File: src/rtl/mul_seq_ctrl.sv
// Sequential radix-2 Booth multiplier controller: one Booth step per clock, 64-bit HI/LO result plus flags.
// Optional MUL_SEQ_ZERO_BYPASS_EN: a zero operand skips RUN and finishes in the start cycle.
module mul_seq_ctrl #(
  parameter int WIDTH = 32
) (
  input  logic             clk,
  input  logic             clr,
  input  logic             start,
  input  logic [WIDTH-1:0] in1,
  input  logic [WIDTH-1:0] in2,
  output logic [WIDTH-1:0] hi,
  output logic [WIDTH-1:0] lo,
  output logic [3:0]       flags,
  output logic             busy,
  output logic             done
);

  typedef enum logic [1:0] {IDLE, RUN, DONE} state_t;

  localparam int            CW   = $clog2(WIDTH) + 1;
  localparam logic [CW-1:0] LAST = CW'(WIDTH - 1);

  state_t           state_q, state_d;
  logic [WIDTH-1:0] m_q, m_d;
  logic [WIDTH:0]   a_q, a_d;
  logic [WIDTH-1:0] q_q, q_d;
  logic             q1_q, q1_d;
  logic [CW-1:0]    cnt_q, cnt_d;
  logic [WIDTH-1:0] hi_q, hi_d;
  logic [WIDTH-1:0] lo_q, lo_d;
  logic [3:0]       flags_q, flags_d;

  logic [WIDTH:0]   m_ext, sum, a_step;
  logic [WIDTH-1:0] q_step;
  logic             last_step, zero_op;

`ifdef MUL_SEQ_ZERO_BYPASS_EN
  assign zero_op = (in1 == '0) || (in2 == '0);
`else
  assign zero_op = 1'b0;
`endif

  function automatic logic [3:0] result_flags(input logic [WIDTH-1:0] h, input logic [WIDTH-1:0] l);
    return {h[WIDTH-1], ({h, l} == '0), 1'b0, (h != {WIDTH{l[WIDTH-1]}})};
  endfunction

  // A carries one guard bit so that subtracting -2^(WIDTH-1) cannot wrap.
  assign m_ext     = {m_q[WIDTH-1], m_q};
  assign last_step = (state_q == RUN) && (cnt_q == LAST);

  always_comb begin
    sum = a_q;
    case ({q_q[0], q1_q})
      2'b01:   sum = a_q + m_ext;
      2'b10:   sum = a_q - m_ext;
      default: sum = a_q;
    endcase
    a_step = {sum[WIDTH], sum[WIDTH:1]};
    q_step = {sum[0], q_q[WIDTH-1:1]};
  end

  always_ff @(posedge clk or posedge clr) begin
    if (clr) state_q <= IDLE;
    else     state_q <= state_d;
  end

  always_comb begin
    state_d = state_q;
    case (state_q)
      IDLE:    if (start) state_d = zero_op ? DONE : RUN;
      RUN:     if (last_step) state_d = DONE;
      DONE:    state_d = IDLE;
      default: state_d = IDLE;
    endcase
  end

  always_comb begin
    busy = (state_q == RUN);
    done = (state_q == DONE);
  end

  always_comb begin
    m_d     = m_q;
    a_d     = a_q;
    q_d     = q_q;
    q1_d    = q1_q;
    cnt_d   = cnt_q;
    hi_d    = hi_q;
    lo_d    = lo_q;
    flags_d = flags_q;
    case (state_q)
      IDLE: begin
        if (start) begin
          m_d   = in1;
          a_d   = '0;
          q_d   = in2;
          q1_d  = 1'b0;
          cnt_d = '0;
          if (zero_op) begin
            hi_d    = '0;
            lo_d    = '0;
            flags_d = 4'b0100;
          end
        end
      end
      RUN: begin
        a_d   = a_step;
        q_d   = q_step;
        q1_d  = q_q[0];
        cnt_d = cnt_q + CW'(1);
        if (last_step) begin
          hi_d    = a_step[WIDTH-1:0];
          lo_d    = q_step;
          flags_d = result_flags(a_step[WIDTH-1:0], q_step);
        end
      end
      default: ;
    endcase
  end

  always_ff @(posedge clk or posedge clr) begin
    if (clr) begin
      m_q     <= '0;
      a_q     <= '0;
      q_q     <= '0;
      q1_q    <= 1'b0;
      cnt_q   <= '0;
      hi_q    <= '0;
      lo_q    <= '0;
      flags_q <= '0;
    end else begin
      m_q     <= m_d;
      a_q     <= a_d;
      q_q     <= q_d;
      q1_q    <= q1_d;
      cnt_q   <= cnt_d;
      hi_q    <= hi_d;
      lo_q    <= lo_d;
      flags_q <= flags_d;
    end
  end

  assign hi    = hi_q;
  assign lo    = lo_q;
  assign flags = flags_q;

endmodule

File: config.mk
export PLATFORM = sky130hd
export DESIGN_NAME = mul_seq_ctrl
export DESIGN_NICKNAME = d
export VERILOG_FILES = /design/src/rtl/mul_seq_ctrl.sv
export SDC_FILE = /design/constraint.sdc
export NUM_CORES = 1
export LEC_CHECK = 0
export ABC_AREA = 1
export CAP_MARGIN = 10
export CORE_UTILIZATION = 25
export CTS_CLUSTER_DIAMETER = 120
export DETAILED_ROUTE_END_ITERATION = 7
export PLACE_DENSITY_LB_ADDON = 0.1
export SYNTH_ARGS = -nofsm -noshare
export SYNTH_HDL_FRONTEND = slang
export SYNTH_SLANG_ARGS = --single-unit
File: constraint.sdc
create_clock -name clk -period 6.59 [get_ports clk]
set_clock_uncertainty 0.1 [all_clocks]
set_input_delay 1.318 -clock clk [delete_from_list [all_inputs] [get_ports clk]]
set_output_delay 1.318 -clock clk [all_outputs]
set_load 0.02 [all_outputs]
* Word level (Yosys, flattened, before mapping)
Index checks and enable logic that the tools add are counted. Widths: inputs -> output; s select.
Storage, ports and cells: input port bits 67, output and inout port bits 70, register bits after elaboration 173, logic and storage cells 40
Operators by class: reductions and logical operators 8, muxes and demuxes 12, equal/unequal tests 8, add/subtract/negate cells 3
Operator list (count):
- $pmux 33 s2 | 2
- $logic_not 64->1 | 1
- $pmux 32 s2 | 1
- $add 33x33->33 | 1
- $mux 33 | 1
- $sub 33x33->33 | 1
- $mux 32 | 1
- $ne 32x32->1 | 1
- $pmux 6 s2 | 1
- $reduce_and 2->1 | 4
- $add 6x1->6 const B | 1
- $eq 6x5->1 const B | 1
- $mux 6 | 1
- $eq 2x1->1 const B | 2
- $eq 2x2->1 const B | 2
- $mux 2 | 2
- $pmux 2 s2 | 1
- $logic_not 2->1 | 1
- $ne 2x1->1 const B | 1
- $ne 2x2->1 const B | 1
- $pmux 1 s2 | 1
- $reduce_bool 2->1 | 1
- $logic_and 1x1->1 | 1
- $mux 1 | 1

* Logic depth before layout (Yosys ltp)
Gate-level depths: netlist of the first run.
depth after elaboration 4, gate-level depth with buffers 31, depth with buffers taken out 31

* Worst setup path after synthesis of the first run
No wires, ideal clock.
kind reg-to-reg, from register m_q[0], to register flags_q[0], in the netlist flags[0], period minus slack after synthesis 3.505 ns, setup slack 3.085 ns, cell stages (with the launch flop) 30, setup time 0.116 ns, data required time 6.374 ns, path buffers 0, arrival 3.288 ns, path through dfrtp_1 > inv_1 > ha_1 > nand2_1 > nor2_1 > inv_1 > nor2_1 > a41oi_1 > nor2_1 > o21ai_0 > xor2_1 > ha_1 > nand2_1 > nor2_2 > inv_1 > nor3_1 > and2_1 > nand2_1 > nand2_1 > inv_1 > nand3_2 > nand2_1 > nand2_1 > nand2_1 > nor2_1 > nand3_1 > nand2_1 > nand3_1 > nand2_1 > nand2_1
On the way: word-level cells in the longest chain between the ends 3, elaborated cells between the ends (all ways) 4, those cells by class add/sub (2); eq/ne (1); mux (1)
RTL lines:
- start, declared | RTL line 24 | logic [WIDTH-1:0] m_q, m_d;
- start signal, assigned | RTL line 132 | m_q <= m_d;
- $sub 33x33->33 or $add 33x33->33 (tied branches) | RTL line 55, 54
- $pmux 33 s2 * | RTL line 53 | case ({q_q[0], q1_q})
- $ne 32x32->1 * | RTL line 44 | return {h[WIDTH-1], ({h, l} == '0), 1'b0, (h != {WIDTH{l[WIDTH-1]}})};
- end signal, assigned | RTL line 139 | flags_q <= flags_d;
- end, declared | RTL line 31 | logic [3:0] flags_q, flags_d;
Mark *: on every way between the ends. The rest lies on a longest branch, timed or not. A chain may end at the register's enable or synchronous reset.

* Final worst setup path of the first run
from register q_q[0], to register flags_q[0], in the netlist flags[0]
On the way: word-level cells in the longest chain between the ends 3, elaborated cells between the ends (all ways) 4, those cells by class eq/ne (3); mux (1)
RTL lines:
- start, declared | RTL line 26 | logic [WIDTH-1:0] q_q, q_d;
- start signal, assigned | RTL line 134 | q_q <= q_d;
- $eq 2x2->1 or $eq 2x1->1 (tied branches) | RTL line 53
- $pmux 33 s2 * | RTL line 53
- $ne 32x32->1 * | RTL line 44
Marks and branches as above.

==> results.sh, run 1 <==
export IMPL_vias=10147
export IMPL_slew_viol_final=0
export IMPL_drive_gt1_share_pct=6.40
export IMPL_path_clk_slew_ns=0.08
export IMPL_die_w_um=210
export IMPL_pin_count=137
export IMPL_ctsHtreeMaxLevel=4
export IMPL_critPathKind="reg2reg"
export IMPL_synth_edf_count=0
export IMPL_drtAntennaViolNets=0
export IMPL_synth_largest_area_cell="dfrtp_1"
export IMPL_r2r_end="flags[0]"
export IMPL_fin_crit_ns=4.47
export IMPL_hpwl_um=29000
export IMPL_status="complete, no violations"
export IMPL_synthTopCellsByArea="dfrtp_1, nand2_1, inv_1"
export IMPL_grt_setup_unrepaired="false"
export IMPL_cts_buffer_depth=2
export IMPL_diodes=0
export IMPL_hold_depth=2
export IMPL_antenna_found_initial=0
export IMPL_place_gp_congestion=0.865
export IMPL_r2r_slack_ns=2.12
export IMPL_hold_path_endpoint="lo[28]"
export IMPL_fp_dieH_um=210
export IMPL_numClockSinks=171
export IMPL_yosysTopAreaCellShare_pct=39.5
export IMPL_grt_usage_pct=17.8
export IMPL_io_buffers=135
export IMPL_hold_path_class="reg2reg"
export IMPL_yosysWarnings=0
export IMPL_ys_seq_elements=171
export IMPL_syn_instance_count=1559
export IMPL_syn_mean_instance_area_um2=6.95
export IMPL_grt_pass1_wl_um=59400
export IMPL_setup_viol=0
export IMPL_grt_overflow_total=0
export IMPL_syn_nets=1662
export IMPL_core_um2=42300
export IMPL_cts_tree="yes"
export IMPL_path_max_fanout=21
export IMPL_clock_fmax_mhz=224
export IMPL_cts_buffers=17
export IMPL_vias_per_cell=4.48
export IMPL_min_from="lo[28]"
export IMPL_critPathRequiredTime_ns=6.85
export IMPL_crit_path_start_kind="register"
export IMPL_reg2reg_from="q_q[0]"
export IMPL_root_buffer="clkbuf_16"
export IMPL_cap_viol_max_count=0
export IMPL_grt_start_max_net_pins=92
export IMPL_drtPass1Iterations=5
export IMPL_cts_hold_buffers=0
export IMPL_wl_per_cell_um=16.7
export IMPL_drt_initial_drc_count=733
export IMPL_area_growth_pct=23.9
export IMPL_post_route_drc_count=0
export IMPL_worst_pin_slew_ns=0.954
export IMPL_start_util_pct=25.6
export IMPL_dieArea_um2=44100
export IMPL_reg2reg_depth=23
export IMPL_synth_seq_area_share_pct=39.5
export IMPL_placementRows=75
export IMPL_synth_distinct_cells=44
export IMPL_synth_async_sr_flop_share_pct=100
export IMPL_cp_arrival_ns=4.73
export IMPL_nFillCells=4619
export IMPL_drt_total_wl_um=37900
export IMPL_fin_setup_tns_ns=0
export IMPL_end_kind="register"
export IMPL_grt_pass1_vias=10128
export IMPL_hold_viol_final=0
export IMPL_postCtsSetupBuffers=0
export IMPL_fin_crit_sh_pct=67.9
export IMPL_layout_nets=1777
export IMPL_relSlewSlack_pct=36.3
export IMPL_clk_latency_ns=0.46
export IMPL_cp_startpoint="q_q[0]"
export IMPL_syn_cell_area_um2=10800
export IMPL_cts_resized=0
export IMPL_ys_flop_type="dfrtp_1"
-- stage by stage --
stage	area, µm²	hold slack [ns]	worst slack (ns)	utilization (%)	std cells
CTS	13400	0.387	2.13	31.7	2264
global route	13400	0.401	1.66	31.7	2264
floorplan	10800	0.375	0.540	-	1559
detailed placement	12800	0.370	2.15	30.2	2232
global placement	12800	0.360	2.12	30.2	2232
finish	13400	0.376	2.12	31.7	2264
-- how the worst max path moves through the flow --
stage               cells after the start        to  slack [ns]
global placement                       21  flags[0]        2.12
global route                           27  flags[0]        1.66
floorplan                               1    a_q[0]        0.54
CTS                                    21  flags[0]        2.13
finish                                 23  flags[0]        2.12
detailed placement                     21  flags[0]        2.15
-- cell families (layout without fill, tap and decap cells) --
group | Yosys count | in the layout | synth area share [%]
other cells | 1 | 1 | 0.0346
xor+xnor | 35 | 35 | 2.83
flops | 171 | 171 | 39.5
fa+ha+maj | 36 | 36 | 4.23
compound gates | 221 | 221 | 12.0
simple gates | 805 | 805 | 31.1
buf+inv | 290 | 418 | 10.3
-- per-layer routing --
layer / track usage, % / vias to the layer above / part of all wire (%) / wire, µm
li1: - / 5171 / - / -
met1: 23.6 / 4791 / 48 / 18000
met2: 29.5 / 156 / 48 / 18000
met3: 2.65 / 29 / 2.6 / 981
met4: 5.74 / 0 / 2.1 / 807
met5: 0 / - / 0 / 0
-- critical path: stages, from the launching register on --
cell,delay [ns]
dfrtp_1,0.38
ha_1,0.19
buf_4,0.21
inv_1,0.43
nand2_1,0.16
o21ai_0,0.13
xor2_1,0.17
inv_1,0.08
ha_1,0.36
nand2_1,0.13
nor2_2,0.24
nand3_1,0.13
nand3_1,0.20
nand2_1,0.08
inv_1,0.06
o21ai_1,0.05
nand2_1,0.23
nand2_1,0.08
nor2_1,0.27
nand3_1,0.11
a21oi_1,0.33
nand3_1,0.13
nand2_1,0.08
nand2_1,0.05
-- sequential cells by signal, indices dropped and copies added, names as in the netlist --
name,count
q1_q,1
lo,32
q_q,32
a_q,32
m_q,32
flags,2
state_q,2
cnt_q,6
hi,32
-- synthesized netlist by cell type (all sizes together) (22+ instances only) --
cell type / instances
o22ai: 26
a21oi: 32
nor2: 116
nand2: 555
xor2: 24
clkbuf: 38
ha: 35
dfrtp: 171
o221ai: 22
nand3: 94
inv: 237
o21ai: 122
-- area by class of cell --
type,count,area [µm²],share of cell area [%]
clock buffers,19,453,3.38
inverters,238,900,6.70
repair buffers,148,1450,10.8
flip-flops and latches,171,4280,31.9
well taps,577,722,5.38
multi-input cells,1098,5440,40.6
clock inverters,13,173,1.29
-- cells in the final DEF (no fill, tap or decap), types with 17 or more instances in the layout --
master,count
nand2_1,539
inv_1,228
dfrtp_1,171
clkdlybuf4s50_1,135
o21ai_0,116
nor2_1,97
nand3_1,87
ha_1,35
a21oi_1,29
o22ai_1,26
xor2_1,24
o221ai_1,22
nor2_2,18
clkbuf_16,17
Power of run 1 is left out: the tool's default activity adds up to more than one toggle a clock period on the data nets, which glitch-free logic cannot reach.
==> inputs of run 2 (changes only) <==
==> constraint.sdc (replaced) <==
create_clock -name clk -period 3.79 [get_ports clk]
set_clock_uncertainty 0.1 [all_clocks]
set_input_delay 0.758 -clock clk [delete_from_list [all_inputs] [get_ports clk]]
set_output_delay 0.758 -clock clk [all_outputs]
set_load 0.02 [all_outputs]
==> results.sh, run 2 (synthesis gave the netlist of run 1 again) <==
export IMPL_placementRows=75
export IMPL_hold_viol_final=0
export IMPL_cts_buffers=17
export IMPL_drt_total_wl_um=38000
export IMPL_grt_pass1_wl_um=59800
export IMPL_critPathBufInv=5
export IMPL_antenna_found_initial=0
export IMPL_dpl_instance_area_um2=13900
export IMPL_wl_per_cell_um=15.7
export IMPL_cts_buffer_depth=2
export IMPL_end_kind="register"
export IMPL_ctsHtreeMaxLevel=4
export IMPL_grt_usage_pct=17.8
export IMPL_diodes=0
export IMPL_area_growth_pct=39.0
export IMPL_top_usage_layer="met2"
export IMPL_drtPass1Iterations=5
export IMPL_cts_hold_buffers=0
export IMPL_hpwl_um=29300
export IMPL_io_buffers=135
export IMPL_grt_util_met3_pct=2.73
export IMPL_fp_dieH_um=210
export IMPL_drtAntennaViolNets=0
export IMPL_mostFrequentLayoutCell="nand2_1"
export IMPL_root_buffer="clkbuf_16"
export IMPL_dieArea_um2=44100
export IMPL_grt_setup_unrepaired="true"
export IMPL_relSlewSlack_pct=44.3
export IMPL_grt_overflow_total=0
export IMPL_crit_slowest_cell="dfrtp_1"
export IMPL_start_util_pct=25.6
export IMPL_vias=10697
export IMPL_clock_fmax_mhz=259
export IMPL_drive_gt1_share_pct=19.0
export IMPL_crit_path_start_kind="register"
export IMPL_drt_initial_drc_count=566
export IMPL_numClockSinks=171
export IMPL_critPathRequiredTime_ns=4.05
export IMPL_hold_path_class="reg2reg"
export IMPL_core_um2=42300
export IMPL_slew_viol_final=0
export IMPL_worst_pin_slew_ns=0.836
export IMPL_setup_viol=2
export IMPL_pin_count=137
export IMPL_layout_common_cells="nand2_1, inv_1, dfrtp_1"
export IMPL_place_gp_congestion=0.873
export IMPL_fin_crit_ns=3.86
export IMPL_path_clk_slew_ns=0.07
export IMPL_critPathKind="reg2reg"
export IMPL_vias_per_cell=4.43
export IMPL_cap_viol_max_count=0
export IMPL_violations="negative setup slack"
export IMPL_post_route_drc_count=0
export IMPL_grt_start_max_net_pins=89
export IMPL_crit_path_max_incr_delay_ns=0.41
export IMPL_cp_arrival_ns=4.12
export IMPL_grt_use_met2_pct=29.8
export IMPL_die_w_um=210
export IMPL_grt_pass1_vias=10700
export IMPL_worst_slack_ns=-0.0701
export IMPL_layout_nets=1928
export IMPL_stdcell_area_um2=15000
export IMPL_path_max_fanout=4
export IMPL_worst_path_most_repeated_cell="nand2_1"
export IMPL_clk_latency_ns=0.46
export IMPL_cts_tree="yes"
export IMPL_fin_crit_sh_pct=102
export IMPL_crit_family="simple AND/OR/NAND/NOR gates"
export IMPL_status="complete, but fails checks"
export IMPL_grt_util_met1_pct=23.6
[run 2: final cells by class]
cell class	count	area (µm²)
inverter	238	901
tap	577	722
sequential	171	4280
multi-input combinational	1098	5900
fill	4559	27300
clock inverter	14	154
timing repair buffer	299	2660
clock buffer	18	429
[run 2: worst paths after layout]
kind / from / end / slack, ns / cells after the start
setup / recovery: m_q[1] / flags[0] / -0.07 / 28
hold reg to reg: lo[9] / lo[9] / 0.38 / 2
hold / removal: lo[9] / lo[9] / 0.38 / 2
max in group asynchronous: clr / lo[5] / 2.14 / 3
setup reg to reg: m_q[1] / flags[0] / -0.07 / 28
min in group asynchronous: clr / hi[6] / 0.59 / 2
[run 2: worst min-delay path: cells and delay by family, from the launching register on]
| kind | cells | cell delay [ns] |
|---|---|---|
| AO/OA/AOI/OAI | 1 | 0.06 |
| flip-flops | 1 | 0.34 |
| AND/OR/NAND/NOR | 1 | 0.05 |
[run 2: layer usage]
layer | share of wire (%) | vias up
met5 | 0 | -
met4 | 1.8 | 0
met3 | 2.5 | 26
met2 | 48 | 126
met1 | 48 | 5059
li1 | - | 5486
[run 2: what timing repair did]
item                                    4_1_cts  5_1_grt
pin swaps                                     6       37
setup buffers                                 1       16
resized for setup                            20      107
hold endpoints to repair                      0        0
endpoints found under the setup margin        6       27
gates cloned                                  0        0
[run 2: per-stage QoR]
step	util, %	std cells	setup slack (ns)	TNS, ns	hold WS, ns
final	35.6	2415	-0.0701	-0.0823	0.385
after global routing	35.6	2415	-0.436	-1.46	0.401
after CTS	34.4	2400	-0.153	-0.235	0.391
after detailed placement	32.8	2367	-0.339	-0.703	0.373
after global placement	32.8	2367	-0.339	-0.724	0.370
after floorplan	-	1559	0.285	0	0.375
Power of run 2 is left out for the same reason.
==> inputs of run 3 (changes only) <==
==> constraint.sdc (replaced) <==
create_clock -name clk -period 4.9 [get_ports clk]
set_clock_uncertainty 0.1 [all_clocks]
set_input_delay 0.98 -clock clk [delete_from_list [all_inputs] [get_ports clk]]
set_output_delay 0.98 -clock clk [all_outputs]
set_load 0.02 [all_outputs]
==> results.sh, run 3 (synthesis gave the netlist of run 1 again) <==
export IMPL_status="complete, no violations"
export IMPL_ctsHtreeMaxLevel=4
export IMPL_path_max_fanout=6
export IMPL_slew_viol_final=0
export IMPL_hold_path_class="reg2reg"
export IMPL_core_um2=42300
export IMPL_drive_gt1_share_pct=6.63
export IMPL_hold_viol_final=0
export IMPL_cts_buffer_depth=2
export IMPL_grt_usage_pct=17.4
export IMPL_grt_pass1_wl_um=58900
export IMPL_clk_latency_ns=0.46
export IMPL_fin_setup_tns_ns=0
export IMPL_place_gp_congestion=0.903
export IMPL_area_growth_pct=24.4
export IMPL_start_util_pct=25.6
export IMPL_clock_fmax_mhz=232
export IMPL_hpwl_um=28200
export IMPL_relSlewSlack_pct=26.4
export IMPL_crit_slowest_cell="dfrtp_1"
export IMPL_path_clk_slew_ns=0.07
export IMPL_wl_per_cell_um=16.4
export IMPL_hold_depth=2
export IMPL_fp_dieH_um=210
export IMPL_crit_path_start_kind="register"
export IMPL_end_kind="register"
export IMPL_grt_start_max_net_pins=93
export IMPL_critPathRequiredTime_ns=5.14
export IMPL_root_buffer="clkbuf_16"
export IMPL_drt_total_wl_um=37200
export IMPL_grt_pass1_vias=10395
export IMPL_post_route_drc_count=0
export IMPL_drtAntennaViolNets=0
export IMPL_io_buffers=135
export IMPL_antenna_found_initial=0
export IMPL_grt_overflow_total=0
export IMPL_fin_crit_sh_pct=88.0
export IMPL_placementRows=75
export IMPL_drt_initial_drc_count=623
export IMPL_worst_path_most_repeated_cell="nand2_1"
export IMPL_drtPass1Iterations=5
export IMPL_cts_tree="yes"
export IMPL_vias_per_cell=4.47
export IMPL_cts_buffers=17
export IMPL_setup_viol=0
export IMPL_layout_common_cells="nand2_1, inv_1, dfrtp_1"
export IMPL_die_w_um=210
export IMPL_mostFrequentLayoutCell="nand2_1"
export IMPL_cp_arrival_ns=4.55
export IMPL_worst_pin_slew_ns=1.10
export IMPL_pin_count=137
export IMPL_dieArea_um2=44100
export IMPL_vias=10130
export IMPL_fin_crit_ns=4.31
export IMPL_numClockSinks=171
export IMPL_critPathKind="reg2reg"
export IMPL_crit_path_max_incr_delay_ns=0.42
export IMPL_grt_setup_unrepaired="false"
export IMPL_reg2reg_depth=29
export IMPL_postCtsSetupBuffers=0
export IMPL_layout_nets=1780
export IMPL_diodes=0
export IMPL_cap_viol_max_count=0
==> run 3: cell count changes in the layout (fill, tap and decap cells not counted), sizes merged <==
cell / previous run / this run
inv: 243 / 241
bufinv: 1 / 3
clkinvlp: 3 / 2
clkbuf: 18 / 19
buf: 164 / 16
==> run 3: final timing paths <==
kind | startpoint | end | slack, ns
max | m_q[2] | flags[0] | 0.59
min in group asynchronous | clr | a_q[2] | 0.75
min reg2reg | lo[28] | lo[28] | 0.37
max reg2reg | m_q[2] | flags[0] | 0.59
max in group asynchronous | clr | q_q[10] | 3.20
min | lo[28] | lo[28] | 0.37
==> run 3: timing repair <==
action	in CTS	in global routing
hold endpoints to repair	0	0
gates resized for setup	0	4
hold buffers	0	0
setup endpoints to repair	0	2
==> run 3: final cells by class <==
type	count	area (µm²)
clock inverter	13	180
clock buffer	19	433
tap	577	722
timing repair buffer	151	1500
multi-input combinational	1098	5460
sequential	171	4280
fill	4588	28900
inverter	238	898
==> run 3: metrics by stage <==
step | hold slack, ns | area [µm²] | setup slack (ns) | cells | utilization, %
finish | 0.374 | 13500 | 0.587 | 2267 | 31.8
CTS | 0.378 | 13500 | 0.299 | 2267 | 31.8
global route | 0.405 | 13500 | 0.0671 | 2267 | 31.8
detailed placement | 0.360 | 12800 | 0.326 | 2235 | 30.3
global placement | 0.356 | 12800 | 0.366 | 2235 | 30.3
floorplan | 0.375 | 10800 | 1.40 | 1559 | -
==> run 3: worst max-delay path: cells and delay by family, from the launching register on <==
family          cells  cell delay [ns]
fa+ha+maj           1             0.33
simple gates       22             2.43
flops               1             0.42
compound gates      4             0.65
xor+xnor            1             0.21
buf+inv             1             0.06
==> run 3: routing by layer <==
metal / GRT usage (%) / vias to the layer above / share of wire [%]
li1: - / 5185 / -
met4: 4.76 / 0 / 1.8
met5: 0 / - / 0
met3: 2.80 / 30 / 3.2
met2: 28.8 / 149 / 47
met1: 23.5 / 4766 / 48
Power of run 3 is left out for the same reason.
